<file path="src/rtl/retry_ctrl_if.sv">
// Request/response bundle between the retry controller (master) and its
// requester/downstream environment (slave).
interface retry_ctrl_if #(
  parameter int MAX_RETRY = 3
);
  localparam int RW = $clog2(MAX_RETRY + 1) + 1;

  logic          start;
  logic          abort;
  logic          req_valid;
  logic          req_ready;
  logic          rsp_valid;
  logic          rsp_ok;
  logic          busy;
  logic          done;
  logic          fail;
  logic [RW-1:0] retry_cnt;

  modport master (
    input  start, abort, req_ready, rsp_valid, rsp_ok,
    output req_valid, busy, done, fail, retry_cnt
  );

  modport slave (
    output start, abort, req_ready, rsp_valid, rsp_ok,
    input  req_valid, busy, done, fail, retry_cnt
  );
endinterface

</file>
<file path="src/rtl/retry_ctrl.sv">
// Retry controller: issues a request, waits under a saturating timeout,
// backs off and re-issues on timeout/error, gives up after MAX_RETRY retries.
module retry_ctrl #(
  parameter int TIMEOUT   = 100,
  parameter int MAX_RETRY = 3,
  parameter int BACKOFF   = 8
) (
  input  logic         clk,
  input  logic         rst_n,
  retry_ctrl_if.master bus
);
  localparam int TMAX = (TIMEOUT > BACKOFF) ? TIMEOUT : BACKOFF;
  localparam int TW   = $clog2(TMAX) + 1;
  localparam int RW   = $clog2(MAX_RETRY + 1) + 1;

  localparam logic [TW-1:0] TIMEOUT_T   = TW'(TIMEOUT);
  localparam logic [TW-1:0] BACKOFF_T   = TW'(BACKOFF);
  localparam logic [RW-1:0] MAX_RETRY_T = RW'(MAX_RETRY);

  typedef enum logic [1:0] {
    ST_IDLE    = 2'd0,
    ST_ISSUE   = 2'd1,
    ST_WAIT    = 2'd2,
    ST_BACKOFF = 2'd3
  } state_t;

  state_t        state_reg;
  logic [TW-1:0] timer_reg;
  logic [RW-1:0] retry_cnt_reg;
  logic          done_reg;
  logic          fail_reg;

  always_ff @(posedge clk or negedge rst_n) begin
    if (!rst_n) begin
      state_reg     <= ST_IDLE;
      timer_reg     <= '0;
      retry_cnt_reg <= '0;
      done_reg      <= 1'b0;
      fail_reg      <= 1'b0;
    end else begin
      done_reg <= 1'b0;
      fail_reg <= 1'b0;
      if (state_reg == ST_IDLE) begin
        // abort alongside start cancels the start
        if (bus.start && !bus.abort) begin
          state_reg     <= ST_ISSUE;
          timer_reg     <= '0;
          retry_cnt_reg <= '0;
        end
      end else if (bus.abort) begin
        state_reg <= ST_IDLE;
        timer_reg <= '0;
        fail_reg  <= 1'b1;
      end else begin
        case (state_reg)
          ST_ISSUE: begin
            if (bus.req_ready) begin
              state_reg <= ST_WAIT;
              timer_reg <= '0;
            end
          end
          ST_WAIT: begin
            // a response seen on the timeout cycle still wins
            if (bus.rsp_valid && bus.rsp_ok) begin
              state_reg <= ST_IDLE;
              timer_reg <= '0;
              done_reg  <= 1'b1;
            end else if (bus.rsp_valid || (timer_reg == TIMEOUT_T)) begin
              timer_reg <= '0;
              if (retry_cnt_reg == MAX_RETRY_T) begin
                state_reg <= ST_IDLE;
                fail_reg  <= 1'b1;
              end else begin
                state_reg     <= ST_BACKOFF;
                retry_cnt_reg <= retry_cnt_reg + 1'b1;
              end
            end else if (timer_reg != TIMEOUT_T) begin
              timer_reg <= timer_reg + 1'b1;
            end
          end
          ST_BACKOFF: begin
            if (timer_reg == BACKOFF_T) begin
              state_reg <= ST_ISSUE;
              timer_reg <= '0;
            end else begin
              timer_reg <= timer_reg + 1'b1;
            end
          end
          default: begin
            state_reg <= ST_IDLE;
            timer_reg <= '0;
          end
        endcase
      end
    end
  end

  assign bus.req_valid = (state_reg == ST_ISSUE);
  assign bus.busy      = (state_reg != ST_IDLE);
  assign bus.done      = done_reg;
  assign bus.fail      = fail_reg;
  assign bus.retry_cnt = retry_cnt_reg;
endmodule

</file>
<file path="src/flat_wrapper.sv">
// flat-port wrapper written by rule: the top's interface ports become plain ports
module retry_ctrl_flat 
#(
  parameter int TIMEOUT   = 100,
  parameter int MAX_RETRY = 3,
  parameter int BACKOFF   = 8
)
  (clk, rst_n, bus_start, bus_abort, bus_req_ready, bus_rsp_valid, bus_rsp_ok, bus_req_valid, bus_busy, bus_done, bus_fail, bus_retry_cnt);
  retry_ctrl_if #(.MAX_RETRY(MAX_RETRY)) bus_i ();
  input  logic clk;
  input  logic rst_n;
  input wire logic [$bits(bus_i.start)-1:0] bus_start;
  input wire logic [$bits(bus_i.abort)-1:0] bus_abort;
  input wire logic [$bits(bus_i.req_ready)-1:0] bus_req_ready;
  input wire logic [$bits(bus_i.rsp_valid)-1:0] bus_rsp_valid;
  input wire logic [$bits(bus_i.rsp_ok)-1:0] bus_rsp_ok;
  output wire logic [$bits(bus_i.req_valid)-1:0] bus_req_valid;
  output wire logic [$bits(bus_i.busy)-1:0] bus_busy;
  output wire logic [$bits(bus_i.done)-1:0] bus_done;
  output wire logic [$bits(bus_i.fail)-1:0] bus_fail;
  output wire logic [$bits(bus_i.retry_cnt)-1:0] bus_retry_cnt;
  assign bus_i.start = bus_start;
  assign bus_i.abort = bus_abort;
  assign bus_i.req_ready = bus_req_ready;
  assign bus_i.rsp_valid = bus_rsp_valid;
  assign bus_i.rsp_ok = bus_rsp_ok;
  assign bus_req_valid = bus_i.req_valid;
  assign bus_busy = bus_i.busy;
  assign bus_done = bus_i.done;
  assign bus_fail = bus_i.fail;
  assign bus_retry_cnt = bus_i.retry_cnt;
  retry_ctrl #(.TIMEOUT(TIMEOUT), .MAX_RETRY(MAX_RETRY), .BACKOFF(BACKOFF)) u_core (.clk(clk), .rst_n(rst_n), .bus(bus_i));
endmodule
</file>
<file path="config.mk">
export PLATFORM = sky130hd
export DESIGN_NAME = retry_ctrl_flat
export DESIGN_NICKNAME = d
export VERILOG_FILES = /design/src/rtl/retry_ctrl_if.sv /design/src/rtl/retry_ctrl.sv /design/src/flat_wrapper.sv
export SDC_FILE = /design/constraint.sdc
export NUM_CORES = 1
export LEC_CHECK = 0
export BUFFER_PORTS_ARGS = -buffer_cell sky130_fd_sc_hd__buf_2
export CORE_MARGIN = 8
export CORE_UTILIZATION = 44
export CTS_BUF_LIST = sky130_fd_sc_hd__clkbuf_8
export CTS_CLUSTER_SIZE = 10
export DETAILED_ROUTE_END_ITERATION = 8
export HOLD_SLACK_MARGIN = 0.15
export PLACE_DENSITY_LB_ADDON = 0.3
export SLEW_MARGIN = 20
export SYNTH_ARGS = -nofsm -noshare
export SYNTH_HDL_FRONTEND = slang
export SYNTH_SLANG_ARGS = --single-unit
</file>
<file path="constraint.sdc">
create_clock -name clk -period 2.4 [get_ports clk]
set_input_delay 0.36 -clock clk [delete_from_list [all_inputs] [get_ports clk]]
set_output_delay 0.36 -clock clk [all_outputs]
set_load 0.05 [all_outputs]
</file>
* Yosys cells after proc, flatten, opt, wreduce, memory -nomap -nowiden
Index checks and enable logic that the tools add are counted.
Word-level totals: register bits after elaboration 15, latch bits 0, memory bits (writable) 0, memory bits (read-only) 0, input port bits 7, output and inout bits 7, logic and storage cells 68, memories kept 0
Operators by class: add/sub/neg operators 2, $mul 0, div/mod/pow operators 0, order comparisons 0, equality and inequality tests 15, shifts and indexed selects 0, multiplexer cells 35, bitwise logic cells 0, reduce and logical (&&, ||, !) cells 11
Operators by type and width (count):
- $mux W8 | 8
- $pmux W8 S3 | 1
- $mux W3 | 7
- $mux W2 | 8
- $mux W1 | 10
- $add A8 B1 Y8 const B | 1
- $eq A8 B4 Y1 const B | 1
- $eq A8 B7 Y1 const B | 1
- $ne A8 B7 Y1 const B | 1
- $ne A2 B1 Y1 const B | 3
- $ne A6 B2 Y1 const B | 1
- $pmux W2 S3 | 1
- $reduce_and A6 Y1 | 1
- $reduce_bool A2 Y1 | 3
- $ne A5 B2 Y1 const B | 1
- $eq A2 B2 Y1 const B | 2
- $ne A4 B2 Y1 const B | 1
- $ne A4 B3 Y1 const B | 1
- $reduce_and A4 Y1 | 1
- $add A3 B1 Y3 const B | 1
- $eq A3 B2 Y1 const B | 1
- $reduce_and A3 Y1 | 1
- $eq A2 B1 Y1 const B | 1
- $logic_and A1 B1 Y1 | 2
- 4 further kinds | 4

* Logic depth before layout (Yosys ltp)
depth after elaboration 7, depth in mapped cells 7, gate-level depth less buffers 7

* Worst setup path after synthesis
No wires, ideal clock.
path type register -> register, start point register u_core.retry_cnt_reg[0], in the netlist u_core.bus.retry_cnt[0], end point register u_core.retry_cnt_reg[0], in the netlist u_core.bus.retry_cnt[0], library setup time 0.128 ns, arrival 1.989 ns, required time 2.272 ns, path slack 0.283 ns, cell stages (with the launch flop) 7, buffers on the path 0, period minus slack after synthesis 2.117 ns, cell sequence dfrtp_1 ha_1 ha_1 a211oi_1 a22oi_1 nor3_2 mux2_1
Between the ends: cells in the longest elaborated chain, start to end 7, elaborated cells between the ends (all ways) 10, classes of those cells add/sub (1); eq/ne (2); mux (6); reduce/logical (1)
RTL lines:
- start, declared | RTL line retry_ctrl.sv:29 | logic [RW-1:0] retry_cnt_reg;
- start signal, assigned | RTL line retry_ctrl.sv:75 | retry_cnt_reg <= retry_cnt_reg + 1'b1;
- $add A3 B1 Y3 | RTL line retry_ctrl.sv:75
- $mux W3 | RTL line retry_ctrl.sv:70 | if (retry_cnt_reg == MAX_RETRY_T) begin
- $mux W3 | RTL line retry_ctrl.sv:68 | end else if (bus.rsp_valid || (timer_reg == TIMEOUT_T)) begin
- $mux W3 | RTL line retry_ctrl.sv:64 | if (bus.rsp_valid && bus.rsp_ok) begin
- $mux W3 | RTL line retry_ctrl.sv:55 | case (state_reg)
- $mux W3 | RTL line retry_ctrl.sv:50 | end else if (bus.abort) begin
- $mux W3 | RTL line retry_ctrl.sv:43 | if (state_reg == ST_IDLE) begin
Parallel ways exist; a longest one is shown, timed or not. The select of a mux whose other input is x is not followed. A chain may end at the register's enable or synchronous reset.

* Worst setup path after layout
Same ends and word-level chain as after synthesis.

==> summary.md <==
| Metric | Value |
|---|---|
| Status | `finished clean` |
| Met3 Usage GRT | `0.0230` |
| Io pins | `14` |
| Register bit total from synthesis | `15` |
| Chip height | `61.4 microns` |
| Initial Util | `0.462` |
| DP Area | `1000 sq um` |
| GP Congestion | `0.812` |
| Full die area | `3770 sq um` |
| Top FF cell, synth | `dfrtp_1` |
| Layout Skew | `0.00416 ns` |
| Crit share post-route | `0.839` |
| TNS Setup | `0 ns` |
| Hold slack | `0.375 ns` |
| Number of vias per cell | `5.24` |
| Most used routing layer | `met2` |
| Largest net degree at the start of global routing | `16` |
| Post-layout minimum cycle time | `2.01 ns` |
| Syn Inst Count | `95` |
| Hold crit path type | `input pin to flop` |
| Root Driver | `clkbuf_8` |
| Sequential fraction of the synthesis area | `0.414` |
| Slew @ Worst Pin | `0.522 ns` |
| PortBufs | `13` |
| RSZ-0062 raised after global routing | `false` |
| Post-route setup slack | `0.386 ns` |
| Critical path class | `flop to flop` |
| # fillers | `195` |
| Detail Route Antenna Nets | `0` |
| Vias in the first global route | `760` |
| Final Slew Violations | `0` |
| Fmax | `497 MHz` |
| Num rows | `16` |
| Core area | `1960 sq um` |
| Peak supply drop | `0.441 mV` |
| Post-synth EDFFs | `0` |
| Total clock sinks | `15` |
| Cts repair resizes | `0` |
| P_leak | `0.000518 uW` |
| Die width | `61.4 microns` |
| CTS clk-pin slew, worst paths | `0.06 ns` |
| Clock buffer depth | `2` |
| Most common cell on crit path | `ha_1` |
| CP delay by family, top | `compound AO/OA/AOI/OAI gates` |
| 1st-pass router iterations | `4` |
| Clk Latency, worst-skew pair | `0.24 ns` |
| Post-synthesis async set-or-reset flop share | `1.00` |
| Final setup viols | `0` |
| Initial antenna violation count | `0` |
| CTS Buf Count | `3` |
| Final Hold Viols | `0` |
| WP data arrival | `2.14 ns` |
| Power density over cell area | `684 nW/um^2` |
| Cell variety after synth | `33` |
| CTS tree | `yes` |
| DRC | `0` |
| GRT Util Overall | `0.114` |
| Share of post-route cells with drive strength above 1 | `0.205` |
| Crit-path max FO | `4` |
| Ant diodes | `0` |
| Final Cell Area | `1060 sq um` |
| Yosys Warn Count | `0` |
| Mean Syn Cell Area | `9.54 sq um` |
| Max-slew headroom | `0.651` |
| Final non-filler cell total | `139` |
| Slowest stage cell, crit path | `dfrtp_1` |
| Vias post-DR | `729` |
| Worst Path Buf+Inv | `0` |
| Wire length per cell | `13.4 microns` |
| Slowest stage delay, CP | `0.40 ns` |
| CTS H-tree lvls | `1` |
| P&R area growth vs syn | `16.7%` |
| # nets final | `124` |
| Drt total wl | `1870 microns` |
| Critical Path RT | `2.53 ns` |
| GR Layer Usage met2 | `0.196` |
| GRT Residual Overflow | `0` |
| Syn Nets | `106` |
| Initial drt markers | `16` |
| Met1 global-route usage | `0.138` |
| Max reg flops | `8` |
| Post-Syn Area | `906 sq um` |
| Worst path cell trace | `ha_1 -> ha_1 -> a211oi_1 -> a22oi_1 -> nor3_2 -> mux2_1` |
| Crit end category | `flop` |
| First-pass GRT wire length | `3280 microns` |
| Max-Cap Viols | `0` |
| Placed Cells incl. Taps | `134` |
| Startpoint Class | `flop` |
| DP Wirelength | `1400 microns` |
| DP Worst Slack | `0.375 ns` |
## kinds of logic (layout without fill, tap and decap cells)
| kind of cell | count (synthesis) | in the layout | share of synthesized area |
|---|---|---|---|
| AO/OA/AOI/OAI | 25 | 25 | 0.202 |
| XOR/XNOR | 1 | 1 | 0.00967 |
| adder cells (fa/ha/maj) | 4 | 4 | 0.0553 |
| buffers and inverters | 9 | 26 | 0.0373 |
| flip-flops | 15 | 15 | 0.414 |
| multiplexers | 5 | 5 | 0.0649 |
| AND/OR/NAND/NOR | 36 | 36 | 0.217 |
## report_power, final
group          internal (uW)  switching, uW  leakage (uW)
Combinational           67.2            160      0.000286
Clock                    115           85.5     0.0000255
Sequential               275           21.1      0.000206
## metal layers
metal  share of wire  vias to the layer above
li1                -                      370
met1            0.47                      348
met2            0.50                        9
met3           0.028                        2
met4          0.0054                        0
met5               0                        -
## synth_stat cells (2+ instances only)
cell / count / area (sq um)
ha_1: 4 / 50.1
a22oi_1: 2 / 15.0
dfrtp_1: 15 / 375
nor3_1: 2 / 10.0
inv_1: 7 / 26.3
nand3_1: 5 / 25.0
a21oi_1: 5 / 25.0
nand2_1: 7 / 26.3
o21a_1: 2 / 15.0
a21o_1: 4 / 30.0
a22o_1: 4 / 35.0
mux2_1: 3 / 33.8
nand2b_1: 2 / 12.5
nor2_1: 11 / 41.3
o21ai_0: 4 / 20.0
## cell type report
type / count / area (sq um) / share of cell area
clock buffer: 3 / 41.3 / 0.0391
clock inverter: 1 / 5.00 / 0.00473
inverter: 8 / 30.0 / 0.0284
multi-input combinational: 71 / 497 / 0.470
sequential: 15 / 375 / 0.355
tap: 27 / 33.8 / 0.0320
timing repair buffer: 14 / 75.1 / 0.0710
## timing repair
item | in CTS | in global routing
hold endpoints to repair | 15 | 0
buffers inserted | 0 | 0
hold buffers | 1 | 0
## worst register-to-register path: cells and delay by family, from the launching register on
family,cells,cell delay [ns]
AOI/OAI and AO/OA,2,0.49
adders and majority gates,2,0.41
DFF,1,0.40
muxes,1,0.36
and+or+nand+nor,1,0.25
## path summary, 6_finish.rpt
path	startpoint	cells past startpoint	endpoint	slack [ns]
max in group asynchronous	rst_n	2	u_core.timer_reg[0]	1.57
max reg2reg	u_core.bus.retry_cnt[0]	6	u_core.bus.retry_cnt[0]	0.39
max	u_core.bus.retry_cnt[0]	6	u_core.bus.retry_cnt[0]	0.39
min	bus_rsp_ok	3	u_core.bus.done	0.38
min reg2reg	u_core.bus.retry_cnt[2]	1	u_core.bus.retry_cnt[2]	0.51
min in group asynchronous	rst_n	2	u_core.bus.fail	0.57
## stage by stage
| stage | util | total power, uW |
|---|---|---|
| final | 0.539 | 723 |
| after global routing | 0.539 | 767 |
| after CTS | 0.539 | 733 |
| after detailed placement | 0.510 | 528 |
| after global placement | 0.510 | 520 |
| after floorplan | - | 467 |
## placed cells by master (no fill, tap or decap)
cell / synthesis / layout
dfrtp_1: 15 / 15
buf_2: 0 / 13
nor2_1: 11 / 11
inv_1: 7 / 7
nand2_1: 7 / 7
nand3_1: 5 / 5
a21oi_1: 5 / 5
o21ai_0: 4 / 4
a21o_1: 4 / 4
a22o_1: 4 / 4
ha_1: 4 / 4
mux2_1: 3 / 3
clkbuf_8: 0 / 3
nor3_1: 2 / 2
a22oi_1: 2 / 2
nand2b_1: 2 / 2
o21a_1: 2 / 2
inv_2: 1 / 1
nor3b_2: 1 / 1
and4b_4: 1 / 1
a31oi_1: 1 / 1
a211oi_1: 1 / 1
nor3_2: 1 / 1
nor4b_1: 1 / 1
mux2_4: 1 / 1
a221oi_1: 1 / 1
a211oi_4: 1 / 1
xor2_1: 1 / 1
and3_1: 1 / 1
and2_1: 1 / 1
or2b_1: 1 / 1
mux2i_1: 1 / 1
and4b_1: 1 / 1
nor2b_1: 1 / 1
clkinv_2: 0 / 1
dlygate4sd3_1: 0 / 1
Note: power is estimated with default switching activity, not from simulation.
